--- src/rtl/mult_pkg.sv ---
// Shared types and helpers for the time-shared multiplier controller.
package mult_pkg;

    localparam int unsigned MAX_N  = 8;
    localparam int unsigned IDX_W  = 3;
    localparam int unsigned DEF_W  = 4;
    localparam int unsigned DEF_PW = 2 * DEF_W;
    localparam int unsigned CNT_W  = 4;

    typedef enum logic [1:0] {
        IDLE = 2'd0,
        WAIT = 2'd1,
        RESP = 2'd2
    } state_t;

    typedef struct packed {
        logic             found;
        logic [IDX_W-1:0] idx;
    } rr_pick_t;

    // First set bit of vec at or after ptr, wrapping n-1 -> 0; ptr must be < n.
    function automatic rr_pick_t next_rr(input logic [IDX_W-1:0] ptr,
                                         input logic [MAX_N-1:0] vec,
                                         input int unsigned      n);
        rr_pick_t    pick;
        int unsigned k;
        pick = '0;
        for (int unsigned i = 0; i < MAX_N; i++) begin
            k = 32'(ptr) + i;
            if (k >= n) begin
                k = k - n;
            end
            if ((i < n) && !pick.found && vec[IDX_W'(k)]) begin
                pick.found = 1'b1;
                pick.idx   = IDX_W'(k);
            end
        end
        return pick;
    endfunction

endpackage

--- src/rtl/rr_arbiter.sv ---
// Round-robin pick: request vector plus priority pointer -> one-hot grant and index.
module rr_arbiter
    import mult_pkg::*;
#(
    parameter int unsigned N = 2
) (
    input  logic [N-1:0]     i_req,
    input  logic [IDX_W-1:0] i_ptr,
    output logic [N-1:0]     o_gnt,
    output logic [IDX_W-1:0] o_idx,
    output logic             o_found
);

    rr_pick_t w_pick;

    always_comb begin
        w_pick  = next_rr(i_ptr, MAX_N'(i_req), N);
        o_found = w_pick.found;
        o_idx   = w_pick.idx;
        o_gnt   = w_pick.found ? (N'(1) << w_pick.idx) : '0;
    end

endmodule

--- src/rtl/mult_share_ctrl.sv ---
// Shares one external combinational multiplier between N requesters, one
// operation in flight, round-robin arbitration, SETTLE-cycle multicycle wait.
module mult_share_ctrl
    import mult_pkg::*;
#(
    parameter int unsigned W      = 4,
    parameter int unsigned N      = 2,
    parameter int unsigned SETTLE = 1
) (
    input  logic             clk,
    input  logic             rst_n,
    input  logic [N-1:0]     req_valid,
    input  logic [N*W-1:0]   req_x,
    input  logic [N*W-1:0]   req_y,
    output logic [N-1:0]     req_ready,
    output logic [N-1:0]     rsp_valid,
    input  logic [N-1:0]     rsp_ready,
    output logic [2*W-1:0]   rsp_o,
    output logic [W-1:0]     mul_x,
    output logic [W-1:0]     mul_y,
    input  logic [2*W-1:0]   mul_o,
    output logic             busy
);

    localparam int unsigned PW = 2 * W;
    localparam int unsigned IW = (N > 1) ? $clog2(N) : 1;

    state_t           r_state;
    state_t           w_next_state;
    logic [IW-1:0]    r_rr_ptr;
    logic [IW-1:0]    r_owner;
    logic [CNT_W-1:0] r_cnt;
    logic [W-1:0]     r_mul_x;
    logic [W-1:0]     r_mul_y;
    logic [PW-1:0]    r_rsp;

    logic [N-1:0]     w_gnt;
    logic [IDX_W-1:0] w_idx;
    logic             w_found;
    logic [IW-1:0]    w_win;
    logic             w_accept;
    logic             w_settled;
    logic             w_rsp_fire;

    rr_arbiter #(
        .N (N)
    ) u_arb (
        .i_req   (req_valid),
        .i_ptr   (IDX_W'(r_rr_ptr)),
        .o_gnt   (w_gnt),
        .o_idx   (w_idx),
        .o_found (w_found)
    );

    assign w_win      = IW'(w_idx);
    assign w_accept   = (r_state == IDLE) && w_found;
    assign w_settled  = (r_state == WAIT) && (r_cnt == '0);
    assign w_rsp_fire = (r_state == RESP) && rsp_ready[r_owner];

    always_ff @(posedge clk or negedge rst_n) begin
        if (!rst_n) begin
            r_state <= IDLE;
        end else begin
            r_state <= w_next_state;
        end
    end

    always_comb begin
        w_next_state = r_state;
        case (r_state)
            IDLE:    if (w_found)    w_next_state = WAIT;
            WAIT:    if (w_settled)  w_next_state = RESP;
            RESP:    if (w_rsp_fire) w_next_state = IDLE;
            default: w_next_state = IDLE;
        endcase
    end

    // Grant is combinational so the accept handshake completes in the IDLE cycle.
    always_comb begin
        req_ready = '0;
        rsp_valid = '0;
        busy      = 1'b0;
        case (r_state)
            IDLE: req_ready = w_gnt;
            WAIT: busy      = 1'b1;
            RESP: begin
                busy      = 1'b1;
                rsp_valid = N'(1) << r_owner;
            end
            default: ;
        endcase
    end

    // Operand, counter, owner and product registers; mul_o is sampled only when settled.
    always_ff @(posedge clk or negedge rst_n) begin
        if (!rst_n) begin
            r_mul_x  <= '0;
            r_mul_y  <= '0;
            r_owner  <= '0;
            r_cnt    <= '0;
            r_rsp    <= '0;
            r_rr_ptr <= '0;
        end else begin
            if (w_accept) begin
                r_mul_x <= req_x[w_win*W +: W];
                r_mul_y <= req_y[w_win*W +: W];
                r_owner <= w_win;
                r_cnt   <= CNT_W'(SETTLE - 1);
            end
            if (r_state == WAIT) begin
                if (r_cnt == '0) begin
                    r_rsp <= mul_o;
                end else begin
                    r_cnt <= r_cnt - CNT_W'(1);
                end
            end
            if (w_rsp_fire) begin
                r_rr_ptr <= (r_owner == IW'(N - 1)) ? '0 : r_owner + IW'(1);
            end
        end
    end

    assign mul_x = r_mul_x;
    assign mul_y = r_mul_y;
    assign rsp_o = r_rsp;

endmodule
--- config.mk ---
export PLATFORM = sky130hd
export DESIGN_NAME = mult_share_ctrl
export DESIGN_NICKNAME = d
export VERILOG_FILES = /design/src/rtl/mult_pkg.sv /design/src/rtl/rr_arbiter.sv /design/src/rtl/mult_share_ctrl.sv
export SDC_FILE = /design/constraint.sdc
export NUM_CORES = 1
export LEC_CHECK = 0
export CAP_MARGIN = 20
export CORE_UTILIZATION = 42
export DETAILED_ROUTE_END_ITERATION = 7
export GPL_TIMING_DRIVEN = 1
export PLACE_DENSITY = 0.79
export SLEW_MARGIN = 15
export SYNTH_ARGS = -nofsm -noshare
export SYNTH_HDL_FRONTEND = slang
export SYNTH_SLANG_ARGS = --single-unit
--- constraint.sdc ---
create_clock -name clk -period 2.4 [get_ports clk]
set_input_delay 0.48 -clock clk [delete_from_list [all_inputs] [get_ports clk]]
set_output_delay 0.48 -clock clk [all_outputs]
set_load 0.05 [all_outputs]
==> flow_summary.toml, run 1 <==
[clocking]
ctsResizeCount = 0
cts_tree = "yes"
clock_path_buffers = 2
htree_num_levels = 1
postCtsSetupRepairBufs = 0
cts_buffers = 3
root_buffer = "clkbuf_4"
cts.hold.buffers_added = 0
cts_num_sinks = 24
clk_latency_ns = 0.31
clkTransAtPathRegs_ns = 0.14

[worst_setup_path]
cp.arrival_ns = 1.66
critPathTopFamily = "buffers and inverters"
critPathMaxStageDelay_ns = 0.50
rr_startpoint = "r_cnt[0]$_DFF_PN0_"
crit_fanout = 9
crit_start = "req_valid[1]"
path_cells = "clkdlybuf4s50_1 -> inv_1 -> nor2_1 -> and2_1 -> buf_12"
slowest_stage = "clkdlybuf4s50_1"
worstPathRequired_ns = 1.92
reg2reg_depth = 5
startpoint_type = "input port"
endpoint_kind = "output pin"
crit_buf_inv = 3
criticalPathCategory = "input port to output pin"
reg2reg_to = "r_state[1]$_DFFE_PN0P_"
reg2reg_slack_ns = 0.49

[cells_and_area]
nFillCells = 231
drive_above_1_share = 0.150
synthToLayoutAreaGrowth_pct = 49.9
nets = 203
final_cell_area_sq_mm = 0.00182
num_antenna_cells = 0

[sta]
finalCritPeriodShare = 0.893
hold_viol_final = 0
period_minus_slack_ns = 2.14
finalSetupViolCount = 0
setup_tns_ns = 0
drv_slew = 0
max_freq_ghz = 0.467
tightestPinTransition_ns = 0.504
grt_setup_unrepaired = "no"
clock_skew_ns = 0.00861
whs_ns = 0.518
slew_headroom = 0.663

[power_and_ir_drop]
ir_drop_mv = 1.04
clock_power_share = 0.080
power.density_mw_per_mm2 = 1450
finalPower_mw = 2.63
p_leak_nw = 0.780
p_sw_mw = 1.27
power_frac_seq = 0.278
intPower_mw = 1.36
p_comb_frac = 0.642
swShare = 0.483

[yosys]
synth_area_sq_mm = 0.00121
synth_edf_count = 0
ys_ff_latch = 24
synth_top_area_frac = 0.495
synth_most_common_cell = "dfrtp_1"
async_flop_share = 1.00
syn_nets = 149
yosysWarnings = 0
synth.area.top_cells = "dfrtp_1 (49%), mux2_2 (7.4%), ha_1 (5.2%)"
avgSynthCellArea_sq_um = 10.6
netlist_instances = 114
yosysSeqAreaShare = 0.495
ys.flop_type = "dfrtp_1"
synth_top_cell_by_area = "dfrtp_1"
synth_commonest_cells = "dfrtp_1 (24), o21ai_0 (12), nor2_1 (11)"
yosysUniqueCellTypes = 27

[placed_design]
postPlaceCellArea_sq_mm = 0.00178
portBuffers = 50
place_congestion = 0.857
post-dp-hpwl_mm = 2.24

[global_route]
grt_pass1_wl_mm = 4.93
grt_overflow = 0
antenna_found_initial = 0
grt_start_max_net_pins = 25
grt_pass1_vias = 1075
track_usage = 0.200

[floorplan]
start_util = 0.440
row_count = 19
die_h_microns = 55.8
core_sq_mm = 0.00276
die-area_sq_mm = 0.00311
die_w_microns = 55.8
io_pins = 51

[routing]
post-route-drc-count = 0
routedWlPerCell_microns = 14.5
first_pass_iters = 5
vias = 1108
drt_iter0_markers = 22
viasPerCell = 5.60
postRouteAntennaNets = 0
drt-total-wl_mm = 2.87

[run_status]
run_status = "finished, final reports clean"

[worst_hold_path]
worst_hold_path_type = "input port to async pin"

[job]
max-cap-violations = 0
-- cell families after synthesis --
| kind of cell | Yosys count | share of synthesized area |
|---|---|---|
| compound gates | 36 | 0.197 |
| simple gates | 24 | 0.101 |
| flops | 24 | 0.495 |
| mux | 13 | 0.116 |
| buf+inv | 12 | 0.0392 |
| fa+ha+maj | 5 | 0.0515 |
-- area by class of cell --
| class | instances | area, sq um | share of cell area |
|---|---|---|---|
| Multi-Input combinational cell | 78 | 566 | 0.311 |
| Clock buffer | 4 | 36.3 | 0.0199 |
| Tap cell | 31 | 38.8 | 0.0213 |
| Inverter | 6 | 22.5 | 0.0124 |
| Timing Repair Buffer | 55 | 556 | 0.305 |
| Sequential cell | 24 | 601 | 0.330 |
-- flip-flops by register name, summed over array words and instances (netlist names) --
| name | count |
|---|---|
| r_owner | 1 |
| mul_y | 4 |
| r_rr_ptr | 1 |
| rsp_o | 8 |
| r_cnt | 4 |
| mul_x | 4 |
| r_state | 2 |
-- layout by cell type (no fill, tap or decap), types with 5 or more instances in the layout --
| master | instances |
|---|---|
| buf_4 | 7 |
| clkdlybuf4s50_1 | 45 |
| mux2_2 | 8 |
| nand2_1 | 5 |
| a31oi_1 | 8 |
| dfrtp_1 | 24 |
| o21ai_0 | 12 |
| o211ai_1 | 8 |
| ha_1 | 5 |
| inv_1 | 6 |
| nor2_1 | 11 |
-- metrics by stage --
| stage | cells | util | worst slack (ns) |
|---|---|---|---|
| floorplan | 114 | - | 0.267 |
| global placement | 194 | 0.646 | 0.300 |
| detailed placement | 194 | 0.646 | 0.263 |
| CTS | 198 | 0.659 | 0.0604 |
| global route | 198 | 0.660 | 0.163 |
| finish | 198 | 0.660 | 0.257 |
-- power groups by stage --
stage | Clock [mW] | Sequential [mW] | Combinational (mW)
3_3_place_gp | 0 | 0.728 | 1.66
6_report | 0.210 | 0.733 | 1.69
5_1_grt | 0.228 | 0.762 | 1.80
2_1_floorplan | 0 | 1.19 | 0.686
4_1_cts | 0.216 | 0.734 | 1.70
3_5_place_dp | 0 | 0.745 | 1.70
-- worst reg2reg max path, stage by stage, from the launching register on --
cell and delay (ns):
dfrtp_1 0.43, inv_1 0.07, ha_1 0.18, or3b_4 0.40
a222oi_1 0.36, mux2_1 0.36
-- how the worst max path moves through the flow --
stage | endpoint | cells past startpoint
finish | req_ready[1] | 5
global route | req_ready[1] | 5
CTS | busy | 3
detailed placement | req_ready[1] | 5
global placement | req_ready[1] | 5
floorplan | req_ready[0] | 3
-- layer usage --
layer	track usage	wire length [microns]
met3	0.0395	138
met4	0.0357	13
met5	0	0
met1	0.267	1260
met2	0.343	1450
Power figures use the tool's default switching activity.
==> run 2: changes to the inputs <==
Settings changed: CORE_UTILIZATION 42 to 60, DONT_BUFFER_PORTS from default to 1, PLACE_DENSITY 0.79 to 0.76.
Clock period 2.4 ns to 2.06 ns, I/O delays scaled along.
==> run 2 against run 1 <==
Critical endpoint is now rsp_valid[1]. Utilization increased by 7.7 points. Sequential cell count unchanged. Sequential power increased by 94%. Clock power increased by 16%. First-iteration DRC count decreased by 41%. Global-route usage increased by 3.6 points. Non-clock buffer count decreased by 48. Cell count decreased by 27%. Via count decreased by 19%. Critical path type is now flip-flop to output pin.
==> flow_summary.toml, run 2 (synthesis gave the netlist of run 1 again) <==
[run_status]
run_status = "finished, final reports clean"

[floorplan]
start_util = 0.674
die_w_microns = 47.0
core_sq_mm = 0.00180
die-area_sq_mm = 0.00221
die_h_microns = 47.0
io_pins = 51
row_count = 15

[sta]
finalSetupViolCount = 0
clock_skew_ns = 0.00123
whs_ns = 0.247
grt_setup_unrepaired = "yes"
slew_headroom = 0.654
period_minus_slack_ns = 1.97
hold_viol_final = 0
max_freq_ghz = 0.506
tightestPinTransition_ns = 0.518
drv_slew = 0
finalCritPeriodShare = 0.958

[cells_and_area]
mostFrequentLayoutCells = "dfrtp_1 (24), o21ai_0 (12), nor2_1 (11)"
nFillCells = 140
nets = 155
mostFrequentLayoutCell = "dfrtp_1"
drive_above_1_share = 0.202
final-seq-area_sq_um = 601
finish.utilization = 0.737
multi_input_area_sq_um = 571
synthToLayoutAreaGrowth_pct = 9.38
num_antenna_cells = 0
largest_register_ffs = 8

[worst_setup_path]
endpoint_kind = "output pin"
startpoint_type = "flip-flop"
criticalPathCategory = "flip-flop to output pin"
cp.arrival_ns = 1.56
crit_fanout = 6
worstPathRequired_ns = 1.65

[clocking]
cts_buffers = 3
htree_num_levels = 1
postCtsSetupRepairBufs = 0
cts_num_sinks = 24
clock_path_buffers = 2
clk_latency_ns = 0.30
clkTransAtPathRegs_ns = 0.13
cts_tree = "yes"
root_buffer = "clkbuf_4"

[power_and_ir_drop]
intPower_mw = 1.23
ir_drop_mv = 1.32
p_comb_frac = 0.371
p_leak_nw = 0.573
p_sw_mw = 1.42
swShare = 0.537
clock_power_share = 0.091
power_frac_seq = 0.537
power.density_mw_per_mm2 = 2000

[global_route]
grt_pass1_wl_mm = 3.66
grt_pass1_vias = 856
antenna_found_initial = 0
track_usage = 0.236
grt_overflow = 0
grt_start_max_net_pins = 25

[routing]
viasPerCell = 6.24
postRouteAntennaNets = 0
vias = 899
drt_iter0_markers = 13
first_pass_iters = 4
post-route-drc-count = 0
drt-total-wl_mm = 2.50
routedWlPerCell_microns = 17.4

[job]
max-cap-violations = 0

[placed_design]
post-dp-hpwl_mm = 1.87
portBuffers = 0
place_congestion = 0.655

[worst_hold_path]
worst_hold_path_type = "input port to flip-flop"
## run 2: changes by cell type in the layout (fill, tap and decap cells not counted), sizes merged
cell,before,now
buf,9,6
dlymetal6s2s,1,0
dlygate4sd3,0,1
clkdlybuf4s50,45,0
## run 2: metal layers
metal	share of wire	up-vias	track usage
li1	-	423	-
met1	0.41	425	0.274
met2	0.49	49	0.431
met3	0.093	2	0.0538
met4	0.0048	0	0.0686
met5	0	-	0
## run 2: repair_timing
| item | CTS | global route |
|---|---|---|
| hold endpoints to repair | 24 | 0 |
| hold buffers | 1 | 0 |
| setup endpoints to repair | 0 | 2 |
| gates resized for setup | 0 | 3 |
## run 2: stage by stage
step	cells	power [mW]	setup TNS (ns)	setup slack (ns)	area, sq um
CTS	143	2.65	0	0.0137	1300
global placement	138	2.33	0	0.251	1260
floorplan	114	2.19	0	0.0625	1210
detailed placement	138	2.40	0	0.171	1260
finish	144	2.65	0	0.0855	1330
global route	144	2.80	-0.0172	-0.0172	1330
## run 2: worst paths after layout
kind | from | to | slack (ns) | cells after the start
max in group asynchronous | rst_n | mul_y[2]$_DFFE_PN0P_ | 1.10 | 2
worst max-delay path | r_state[0]$_DFFE_PN0P_ | rsp_valid[1] | 0.09 | 3
worst min-delay path | mul_o[1] | rsp_o[1]$_DFFE_PN0P_ | 0.25 | 1
worst min register to register | r_cnt[0]$_DFF_PN0_ | r_cnt[0]$_DFF_PN0_ | 0.54 | 1
worst max register to register | r_cnt[0]$_DFF_PN0_ | r_state[1]$_DFFE_PN0P_ | 0.17 | 5
min in group asynchronous | rst_n | r_cnt[2]$_DFF_PN0_ | 0.50 | 1
## run 2: power groups by stage
stage | registers, mW | logic (mW) | clock network (mW)
finish | 1.42 | 0.985 | 0.243
global route | 1.46 | 1.07 | 0.271
global placement | 1.42 | 0.909 | 0
CTS | 1.43 | 0.976 | 0.246
detailed placement | 1.44 | 0.959 | 0
floorplan | 1.39 | 0.799 | 0
## run 2: cell type report
| type | count | area share |
|---|---|---|
| clock buffer | 4 | 0.0273 |
| inverter | 6 | 0.0170 |
| multi-input combinational | 78 | 0.430 |
| sequential | 24 | 0.452 |
| tap | 25 | 0.0236 |
| timing repair buffer | 7 | 0.0500 |
## run 2: worst max-delay path: stages, from the launching register on
cell     delay, ns
dfrtp_1       0.43
inv_1         0.10
ha_1          0.26
and2_1        0.47
==> run 3: changes to the inputs <==
Settings changed: HOLD_SLACK_MARGIN from default to 0.08.
Clock period 2.06 ns to 2.2 ns, I/O delays scaled along.
==> run 3 against run 2 <==
Final area decreased by 1.8%. Cell count shrank 2.1%. Setup slack got worse by 0.0091 ns. Die area is the same. Sequential share of layout area increased by 0.82 points. Global-route usage is 0.47 points lower. Worst hold slack worse by 0.17 ns. Clock skew is 0.0023 ns higher. First-iteration DRC count up 120%. Critical path type unchanged.
==> flow_summary.toml, run 3 (synthesis gave the netlist of run 1 again) <==
[clocking]
root_buffer = "clkbuf_4"
clk_latency_ns = 0.32
clock_path_buffers = 2
cts_tree = "yes"
htree_num_levels = 1
postCtsSetupRepairBufs = 0
cts_buffers = 3
cts_num_sinks = 24
clkTransAtPathRegs_ns = 0.13

[cells_and_area]
drive_above_1_share = 0.190
finish.utilization = 0.724
final_cell_area_sq_mm = 0.00130
mostFrequentLayoutCell = "dfrtp_1"
nets = 152
synthToLayoutAreaGrowth_pct = 7.42
num_antenna_cells = 0
largest_register_ffs = 8
mostFrequentLayoutCells = "dfrtp_1 (24), nor2_1 (11), o21ai_0 (11)"

[routing]
vias = 920
highest_layer = "met4"
dr_wl_met3_microns = 209
post-route-drc-count = 0
met2_length_mm = 1.14
routedLengthMet1_mm = 1.02
routedWlPerCell_microns = 17.0
viasPerCell = 6.52
first_pass_iters = 6
drt-total-wl_mm = 2.39
postRouteAntennaNets = 0
drt_iter0_markers = 28

[global_route]
grt_pass1_vias = 812
track_usage = 0.231
grt_overflow = 0
antenna_found_initial = 0
grt_start_max_net_pins = 25
grt_pass1_wl_mm = 3.59

[placed_design]
post-place-ws_ns = 0.312
post-dp-hpwl_mm = 1.78
portBuffers = 0
place_congestion = 0.674
postPlaceCellArea_sq_mm = 0.00124

[worst_setup_path]
worstPathRequired_ns = 1.76
crit_buf_inv = 2
path_cells = "inv_1 -> ha_1 -> o21ai_1 -> nor2_1 -> buf_4"
cp.arrival_ns = 1.68
reg2reg_slack_ns = 0.30
rr_startpoint = "r_cnt[0]$_DFF_PN0_"
critPathTopFamily = "flip-flops"
reg2reg_depth = 5
reg2reg_to = "r_state[1]$_DFFE_PN0P_"
endpoint_kind = "output pin"
criticalPathCategory = "flip-flop to output pin"
slowest_stage = "dfrtp_1"
crit_fanout = 5
startpoint_type = "flip-flop"
critPathMaxStageDelay_ns = 0.43

[job]
max-cap-violations = 0

[sta]
setup_tns_ns = 0
finalSetupViolCount = 0
clock_skew_ns = 0.00358
slew_headroom = 0.654
finalCritPeriodShare = 0.965
grt_setup_unrepaired = "no"
fin_ws_ns = 0.0765
drv_slew = 0
max_freq_ghz = 0.471
hold_viol_final = 0
tightestPinTransition_ns = 0.519
period_minus_slack_ns = 2.12

[floorplan]
die_h_microns = 47.0
die_w_microns = 47.0
core_sq_mm = 0.00180
row_count = 15
io_pins = 51
die-area_sq_mm = 0.00221
start_util = 0.674

[run_status]
run_status = "finished, final reports clean"

[worst_hold_path]
worst_hold_path_type = "input port to async pin"
## run 3: area by class of cell
type                            count  area [sq um]
Clock inverter                      1          30.0
Multi-Input combinational cell     78           569
Clock buffer                        3          22.5
Tap cell                           25          31.3
Fill cell                         136           498
Sequential cell                    24           601
Timing Repair Buffer                4          27.5
Inverter                            6          22.5
## run 3: routing by layer
layer / global-route usage / vias to the layer above
li1: - / 418
met1: 0.295 / 450
met2: 0.394 / 47
met3: 0.0500 / 5
met4: 0.0686 / 0
met5: 0 / -
## run 3: timing repair
item,CTS,global route
hold endpoints to repair,24,0
hold buffers,1,0
endpoints found under the setup margin,2,1
resized for setup,2,1
pin swaps,0,0
## run 3: worst max path at each step
stage                                 startpoint  slack (ns)  depth (start not counted)                     end
after floorplan                     req_valid[1]        0.15                          3            req_ready[0]
after global placement        r_cnt[0]$_DFF_PN0_        0.39                          5  r_state[1]$_DFFE_PN0P_
after detailed placement      r_cnt[0]$_DFF_PN0_        0.31                          5  r_state[1]$_DFFE_PN0P_
after CTS                   r_rr_ptr$_DFFE_PN0P_        0.07                          3            req_ready[1]
after global routing      r_state[1]$_DFFE_PN0P_       0.002                          5            req_ready[0]
final                     r_state[0]$_DFFE_PN0P_        0.08                          5            req_ready[0]
## run 3: through the flow
step	cells	hold slack, ns
2_1_floorplan	114	0.144
6_report	141	0.0741
3_3_place_gp	136	0.145
3_5_place_dp	136	0.145
4_1_cts	141	0.258
5_1_grt	141	0.0978
## run 3: worst register-to-register path: stages, from the launching register on
cell	delay, ns
dfrtp_1	0.44
inv_1	0.07
ha_1	0.17
or3b_4	0.39
a222oi_1	0.35
mux2_1	0.37
Power of run 3 is left out: the tool's default activity adds up to more than one toggle a clock period on the data nets, which glitch-free logic cannot reach.
